[config.mk]
export PLATFORM = sky130hd
export DESIGN_NAME = shared_mem_arbiter
export DESIGN_NICKNAME = d
export VERILOG_FILES = /design/src/rtl/shared_mem_arbiter.sv
export SDC_FILE = /design/constraint.sdc
export NUM_CORES = 1
export LEC_CHECK = 0
export CAP_MARGIN = 20
export CORE_ASPECT_RATIO = 1.4
export CORE_UTILIZATION = 37
export CTS_BUF_LIST = sky130_fd_sc_hd__clkbuf_4 sky130_fd_sc_hd__clkbuf_8 sky130_fd_sc_hd__clkbuf_16
export CTS_CLUSTER_DIAMETER = 80
export DETAILED_ROUTE_END_ITERATION = 7
export PLACE_DENSITY = 0.85
export SLEW_MARGIN = 15
export SYNTH_ARGS = -nofsm -noshare
export SYNTH_HDL_FRONTEND = slang
export SYNTH_SLANG_ARGS = --single-unit
[constraint.sdc]
create_clock -name clk -period 3.85 [get_ports clk]
set_input_delay 0.385 -clock clk [delete_from_list [all_inputs] [get_ports clk]]
set_output_delay 0.385 -clock clk [all_outputs]
set_load 0.03 [all_outputs]
[src/rtl/shared_mem_arbiter.sv]
// Arbitrates N cores onto one single-port synchronous RAM with request/grant handshake,
// round-robin or fixed-priority selection, and tagged read-data return.
module shared_mem_arbiter #(
  parameter int unsigned N_CORES    = 2,
  parameter int unsigned ADDR_WIDTH = 12,
  parameter int unsigned DATA_WIDTH = 12,
  parameter int unsigned RD_LATENCY = 1,
  parameter int unsigned ARB_MODE   = 0
) (
  input  logic                            clk,
  input  logic                            reset,
  input  logic [N_CORES-1:0]              req,
  input  logic [N_CORES-1:0]              wren,
  input  logic [N_CORES*ADDR_WIDTH-1:0]   addr,
  input  logic [N_CORES*DATA_WIDTH-1:0]   wdata,
  output logic [N_CORES-1:0]              gnt,
  output logic [N_CORES-1:0]              rvalid,
  output logic [DATA_WIDTH-1:0]           rdata,
  output logic [ADDR_WIDTH-1:0]           mem_address,
  output logic [DATA_WIDTH-1:0]           mem_data,
  output logic                            mem_wren,
  input  logic [DATA_WIDTH-1:0]           mem_q
);

  localparam int unsigned IdxW = (N_CORES > 1) ? $clog2(N_CORES) : 1;
  localparam bit UseRr = (ARB_MODE == 0) && (N_CORES > 1);

  logic [IdxW-1:0]       rr_ptr_q, rr_ptr_d;
  logic [ADDR_WIDTH-1:0] addr_hold_q;
  logic [DATA_WIDTH-1:0] data_hold_q;
  logic [RD_LATENCY-1:0] tag_vld_q;
  logic [IdxW-1:0]       tag_idx_q [RD_LATENCY];

  logic            win_vld;
  logic [IdxW-1:0] win_idx;
  logic            hi_vld, lo_vld;
  logic [IdxW-1:0] hi_idx, lo_idx;
  logic            rd_accept;

  // lo_* is the lowest-index requester; hi_* the lowest at or above rr_ptr, so the
  // round-robin winner is hi_* when present and otherwise wraps to lo_*.
  always_comb begin
    hi_vld = 1'b0;
    hi_idx = '0;
    lo_vld = 1'b0;
    lo_idx = '0;
    for (int i = N_CORES - 1; i >= 0; i--) begin
      if (req[i]) begin
        lo_vld = 1'b1;
        lo_idx = IdxW'(i);
        if (i >= int'(rr_ptr_q)) begin
          hi_vld = 1'b1;
          hi_idx = IdxW'(i);
        end
      end
    end
  end

  always_comb begin
    win_vld = 1'b0;
    win_idx = '0;
    if (!reset) begin
      if (UseRr && hi_vld) begin
        win_vld = 1'b1;
        win_idx = hi_idx;
      end else if (lo_vld) begin
        win_vld = 1'b1;
        win_idx = lo_idx;
      end
    end
  end

  always_comb begin
    gnt = '0;
    if (win_vld) begin
      gnt[win_idx] = 1'b1;
    end
  end

  always_comb begin
    rr_ptr_d = rr_ptr_q;
    if (!UseRr) begin
      rr_ptr_d = '0;
    end else if (win_vld) begin
      rr_ptr_d = (win_idx == IdxW'(N_CORES - 1)) ? '0 : win_idx + IdxW'(1);
    end
  end

  assign mem_wren    = win_vld & wren[win_idx];
  assign rd_accept   = win_vld & ~wren[win_idx];
  assign mem_address = win_vld ? addr[win_idx*ADDR_WIDTH +: ADDR_WIDTH] : addr_hold_q;
  assign mem_data    = win_vld ? wdata[win_idx*DATA_WIDTH +: DATA_WIDTH] : data_hold_q;
  assign rdata       = mem_q;

  always_ff @(posedge clk) begin
    if (reset) begin
      rr_ptr_q    <= '0;
      addr_hold_q <= '0;
      data_hold_q <= '0;
    end else begin
      rr_ptr_q <= rr_ptr_d;
      if (win_vld) begin
        addr_hold_q <= mem_address;
        data_hold_q <= mem_data;
      end
    end
  end

  // Tag pipe tracks which core owns each in-flight read; writes occupy a slot as invalid.
  always_ff @(posedge clk) begin
    if (reset) begin
      tag_vld_q <= '0;
      for (int s = 0; s < RD_LATENCY; s++) begin
        tag_idx_q[s] <= '0;
      end
    end else begin
      tag_vld_q[0] <= rd_accept;
      tag_idx_q[0] <= win_idx;
      for (int s = 1; s < RD_LATENCY; s++) begin
        tag_vld_q[s] <= tag_vld_q[s-1];
        tag_idx_q[s] <= tag_idx_q[s-1];
      end
    end
  end

  always_comb begin
    rvalid = '0;
    if (!reset && tag_vld_q[RD_LATENCY-1]) begin
      rvalid[tag_idx_q[RD_LATENCY-1]] = 1'b1;
    end
  end

endmodule

Word level (Yosys, flattened, before mapping):

Memory sizes are Yosys's and may differ from the RTL's.
Index checks and enable logic that the tools add are counted.

* flip-flop bits (word level): 26
* latch bits: 0
* bits in writable memories: 1
* memory bits (read-only): 0
* input port bits: 66
* output and inout bits: 41
* word-level logic and storage cells: 51
* memories kept: 1

* add/sub/neg operators: 1
* $mul: 1
* div/mod/pow operators: 0
* magnitude comparators: 5
* eq/ne operators: 0
* shift-type cells: 2
* muxes and demuxes: 29
* bitwise logic cells: 3
* reductions and logical operators: 5

Memories
* tag_idx_q: depth 1, bits a word 1, rd ports 1, clocked after memory_dff 0, wr ports 1, line 32 `logic [IdxW-1:0] tag_idx_q [RD_LATENCY];`

Operators with widths (number)
* $shiftx 24x6->12: 2
* $mux 12: 2
* $mux 1: 23
* $lt 1x2->1 const B: 2
* $mux 2: 2
* $logic_and 1x1->1: 3
* $mul 1x2->3 const B: 1
* $and 1x1->1: 2
* $demux 1 s1: 2
* $ge 1x1->1 const B: 2
* $add 1x1->1 const B: 1
* $ge 1x1->1 const A: 1
* $logic_not 1->1: 1
* $not 1->1: 1
* $reduce_or 1->1: 1

Depth between registers and ports, before layout:

Gate-level depths: netlist (run 1).

* depth in word-level cells: 10
* mapped depth: 5

Least setup slack after synthesis (run 1):

No wires, ideal clock.

* path type: input port to output port
* start point: input port req[0]
* end point: output port mem_wren
* arrival time: 1.588 ns
* slack: 1.877 ns
* cell stages on the path: 4
* buffers on the path: 1
* cell sequence: and2b_1 -> buf_4 -> or3b_1 -> a21oi_1

* cells in the longest elaborated chain, start to end: 7
* elaborated cells on any way between the ends: 13
* classes of those cells: mux (12); bitwise (1)

Ends and longest elaborated chain
* start: declaration: line 12 `input logic [N_CORES-1:0] req,`
* $mux 1: line 48 `if (req[i]) begin`
* $mux 1: line 66 `end else if (lo_vld) begin`
* $mux 1: line 63 `if (UseRr && hi_vld) begin`
* $mux 1: line 62 `if (!reset) begin`
* $mux 1 (implied by the code) (2 in a row): line 89 `assign mem_wren = win_vld & wren[win_idx];`
* $and 1x1->1 *: line 89
* end: declaration: line 21 `output logic mem_wren,`

Every way passes the cells marked *; elsewhere a longest branch is shown, timed or not. The select of a mux whose other input is x is not followed.

Final worst setup path (run 1):

* start point: input port reset
* end point: output port mem_address[10]

* cells in the longest elaborated chain, start to end: 4
* elaborated cells on any way between the ends: 5
* classes of those cells: mul (1); shift (1); mux (3)

Ends and longest elaborated chain
* start: declaration: line 11 `input logic reset,`
* $mux 1: line 62
* $mul 1x2->3: line 91 `assign mem_address = win_vld ? addr[win_idx*ADDR_WIDTH +: ADDR_WIDTH] : addr_hold_q;`
* $shiftx 24x6->12: line 91
* $mux 12 *: line 91
* end: declaration: line 19 `output logic [ADDR_WIDTH-1:0] mem_address,`

Every way passes the cells marked *; elsewhere a longest branch is shown, timed or not.

==> results of run 1 <==
[how the worst max path moves through the flow]
stage	end	slack [ps]	cells after the start
6_report	mem_address[10]	520	5
5_1_grt	mem_address[10]	420	5
3_5_place_dp	mem_address[10]	540	5
4_1_cts	mem_address[10]	520	5
2_1_floorplan	mem_wren	1880	4
3_3_place_gp	mem_address[10]	600	5
[area by class of cell]
type                    count  area share, %
clock buffers               4           2.13
multi-input cells          87           34.7
well taps                  43           2.35
repair buffers             86           37.2
flip-flops and latches     27           23.6
[synth_stat cells]
master,count,area (um^2)
sky130_fd_sc_hd__nor2_1,2,7.51
sky130_fd_sc_hd__dfxtp_1,27,541
sky130_fd_sc_hd__nor3b_1,25,188
sky130_fd_sc_hd__a221o_1,48,480
sky130_fd_sc_hd__and3b_1,2,17.5
sky130_fd_sc_hd__buf_6,2,22.5
sky130_fd_sc_hd__nor2b_1,1,6.26
sky130_fd_sc_hd__o21bai_4,1,18.8
sky130_fd_sc_hd__o21ba_4,1,16.3
sky130_fd_sc_hd__or3b_1,1,8.76
sky130_fd_sc_hd__nor3_2,1,10.0
sky130_fd_sc_hd__o21ai_1,1,5.00
sky130_fd_sc_hd__clkbuf_1,5,18.8
sky130_fd_sc_hd__buf_2,7,35.0
sky130_fd_sc_hd__o21ba_1,1,10.0
sky130_fd_sc_hd__nand2b_1,1,6.26
sky130_fd_sc_hd__and2b_1,1,7.51
sky130_fd_sc_hd__buf_4,13,97.6
sky130_fd_sc_hd__a21oi_1,1,5.00
[stage by stage]
stage	setup WS (ps)	area (um^2)	util [%]	total power [mW]
floorplan	1880	1500	-	0.514
global placement	596	2240	57.1	0.623
detailed placement	545	2240	57.1	0.625
CTS	521	2290	58.4	0.791
global route	416	2290	58.4	0.824
finish	520	2290	58.4	0.789
[sequential cells by signal, summed over array words and instances, names as in the netlist]
signal       cells
rr_ptr_q         1
data_hold_q     12
tag_idx_q        1
tag_vld_q        1
addr_hold_q     12
[metal layers]
layer  GRT usage (%)  share of wire (%)  wire length (um)
met5               0                  0                 0
met4            7.80                2.6               106
met3            3.33                6.4               259
met2            33.1                 51              2040
met1            21.2                 40              1620
[cell families (layout without fill, tap and decap cells)]
logic type	Yosys count	in the layout	synth area share (%)
simple gates	34	34	16.8
buf+inv	27	90	11.6
compound gates	53	53	35.7
flops	27	27	36.0
[worst max-delay path, cell delays in order]
cell                              delay [ps]
sky130_fd_sc_hd__clkdlybuf4s50_1         520
sky130_fd_sc_hd__o21bai_4                380
sky130_fd_sc_hd__o21ba_4                 680
sky130_fd_sc_hd__a221o_1                 280
sky130_fd_sc_hd__clkdlybuf4s50_1         680
[report_power, final]
group          internal [mW]  switching [mW]  leakage, nW  total, mW
combinational          0.158           0.144        0.580      0.302
clock                 0.0812          0.0872       0.0262      0.168
sequential             0.305          0.0133        0.225      0.318
total                  0.544           0.245        0.831      0.789
==> results_tabular.tex, run 1 <==
\begin{tabular}{lr}
\hline
Metric & Value \\
\hline
\multicolumn{2}{l}{\textbf{Clock tree}} \\
H-Tree Depth & 1 \\
Number of gates resized after CTS & 0 \\
Post-CTS Hold Buffers & 0 \\
Reg clk slew, reported paths & 90 ps \\
Setup bufs post-CTS & 0 \\
CTS Root Cell & sky130\_fd\_sc\_hd\_\_clkbuf\_8 \\
Number of sinks driven by the clock tree & 27 \\
TritonCTS clock tree & done \\
CTS buffer count & 3 \\
Maximum clock path buffer count & 2 \\
Clock latency on the worst-skew pair & $\sim$270 ps \\
\multicolumn{2}{l}{\textbf{Pwr}} \\
Leakage power figure & 0.831 nW \\
Pwr per Cell Area & roughly 340 nW/um\^{}2 \\
Worst vdd ir & between 0.2 and 0.25 mV \\
\multicolumn{2}{l}{\textbf{Timing}} \\
Relative max-transition margin & between 30\% and 40\% \\
Count of final setup violators & 0 \\
Final hold viol count & 0 \\
Clk\_skew & 6.95 ps \\
Total negative setup slack & 0 ps \\
Worst hold margin & about 500 ps \\
Unrepaired setup endpoints after global routing & no \\
Post-layout min period & between 3000 and 4000 ps \\
Pins Over Slew Limit & 0 \\
Slew of the pin with the lowest slew margin & 905 ps \\
F\_max & roughly 300 MHz \\
Final worst-path cycle share & between 80 and 90\% \\
\multicolumn{2}{l}{\textbf{Synthesis}} \\
Combined area of all synthesized cells & roughly 1500 um\^{}2 \\
Yosys cell types & 19 \\
Sequential-to-total area share from yosys stat & about 36\% \\
Warning count from the yosys run & 0 \\
Synthesized netlist net count & between 200 and 250 \\
Avg Synthesized Cell Area & 10.6 um\^{}2 \\
Gate count of the mapped netlist & roughly 140 \\
Register bit total from synthesis & 27 \\
\multicolumn{2}{l}{\textbf{Worst setup path}} \\
Max Fanout on Critical Path & 49 \\
Worst reg2reg endpoint & addr\_hold\_q[8]\$\_SDFFE\_PP0P\_ \\
Required arrival time at the worst endpoint & 3460 ps \\
Origin of the worst setup path & reset \\
Worst Setup Start Kind & primary input \\
CP Class & in2out \\
Crit path capture type & primary output \\
Flop2flop setup slack & 2220 ps \\
Reg2Reg Depth & 4 \\
Startpoint of the worst-slack reg-to-reg timing path & rr\_ptr\_q\$\_SDFFE\_PP0P\_ \\
Arrival time of the worst setup path & $\sim$2900 ps \\
\multicolumn{2}{l}{\textbf{Cells and area}} \\
Sequential cell area in the final layout & 541 um\^{}2 \\
Area of the multi-input gates & $\sim$800 um\^{}2 \\
Filler instances & about 360 \\
Most frequent cells in the layout & sky130\_fd\_sc\_hd\_\_clkdlybuf4s50\_1 (82), sky130\_fd\_sc\_hd\_\_a221o\_1 (48), sky130\_fd\_sc\_hd\_\_dfxtp\_1 (27) \\
NumNets Final & about 270 \\
Layout cell share with drive strength beyond 1 & under 10\% \\
Most common cell after layout, fill and taps aside & sky130\_fd\_sc\_hd\_\_clkdlybuf4s50\_1 \\
Diode insertion count for antenna repair & 0 \\
Final Instance Count excl. Fillers & roughly 250 \\
Layout-stage area growth over the synthesis result & 52.3\% \\
\multicolumn{2}{l}{\textbf{Place}} \\
Number of buffer cells added on primary ports & $\sim$80 \\
Final RePlAce weighted congestion & between 0.7 and 0.8 \\
Post-detail-place hpwl & approximately 2.7 mm \\
Placed cell count & approximately 240 \\
\multicolumn{2}{l}{\textbf{Worst hold path}} \\
Worst hold stages & 1 \\
Path class of the lowest-slack min-delay path & reg2reg \\
Origin of the worst min-delay path & data\_hold\_q[5]\$\_SDFFE\_PP0P\_ \\
Hold worst-path end & data\_hold\_q[5]\$\_SDFFE\_PP0P\_ \\
\multicolumn{2}{l}{\textbf{Global route}} \\
Wire length of the first global-routing pass & around 6.5 mm \\
Via count of the first global-routing pass & approximately 1500 \\
Pin count of the biggest net entering global routing & 50 \\
Number of antenna violations at the first check in global routing & 0 \\
Total track usage & 18.5\% \\
Remaining Overflow, GRT & 0 \\
\multicolumn{2}{l}{\textbf{Die}} \\
Number of rows in the core area & 27 \\
Total die area & roughly 4300 um\^{}2 \\
Number of primary I/O pins & 107 \\
Die width & between 50 and 60 um \\
Core outline area & slightly below 4000 um\^{}2 \\
Starting utilization of the core area & a little under two fifths \\
Height of the die & 77.4 um \\
\multicolumn{2}{l}{\textbf{Routing}} \\
Drt via density & approximately 6.1 \\
WL/cell & approximately 16 um \\
Starting DRT DRC Count & 65 \\
Routed Wire Length & roughly 4.0 mm \\
Total via count after detailed routing & roughly 1500 \\
DRC errors left & 0 \\
Number of detailed-route iterations in the first pass & 5 \\
Remaining number of nets flagged by the antenna check after routing & 0 \\
\multicolumn{2}{l}{\textbf{Status}} \\
Run status & complete, no violations \\
\multicolumn{2}{l}{\textbf{Job}} \\
Max Cap Viol & 0 \\
\hline
\end{tabular}
Note: power is estimated with default switching activity, not from simulation.
==> run 2, diff against run 1 <==
- SETUP_SLACK_MARGIN: unset -> 0.15
==> results of run 2 <==
Same layout as run 1: the final DEF is identical, and so are final timing and power.
==> run 3, diff against run 2 <==
- CTS_CLUSTER_DIAMETER: 80 -> 40
- CTS_CLUSTER_SIZE: unset -> 16
==> results of run 3 <==
Same layout as run 1: the final DEF is identical, and so are final timing and power.
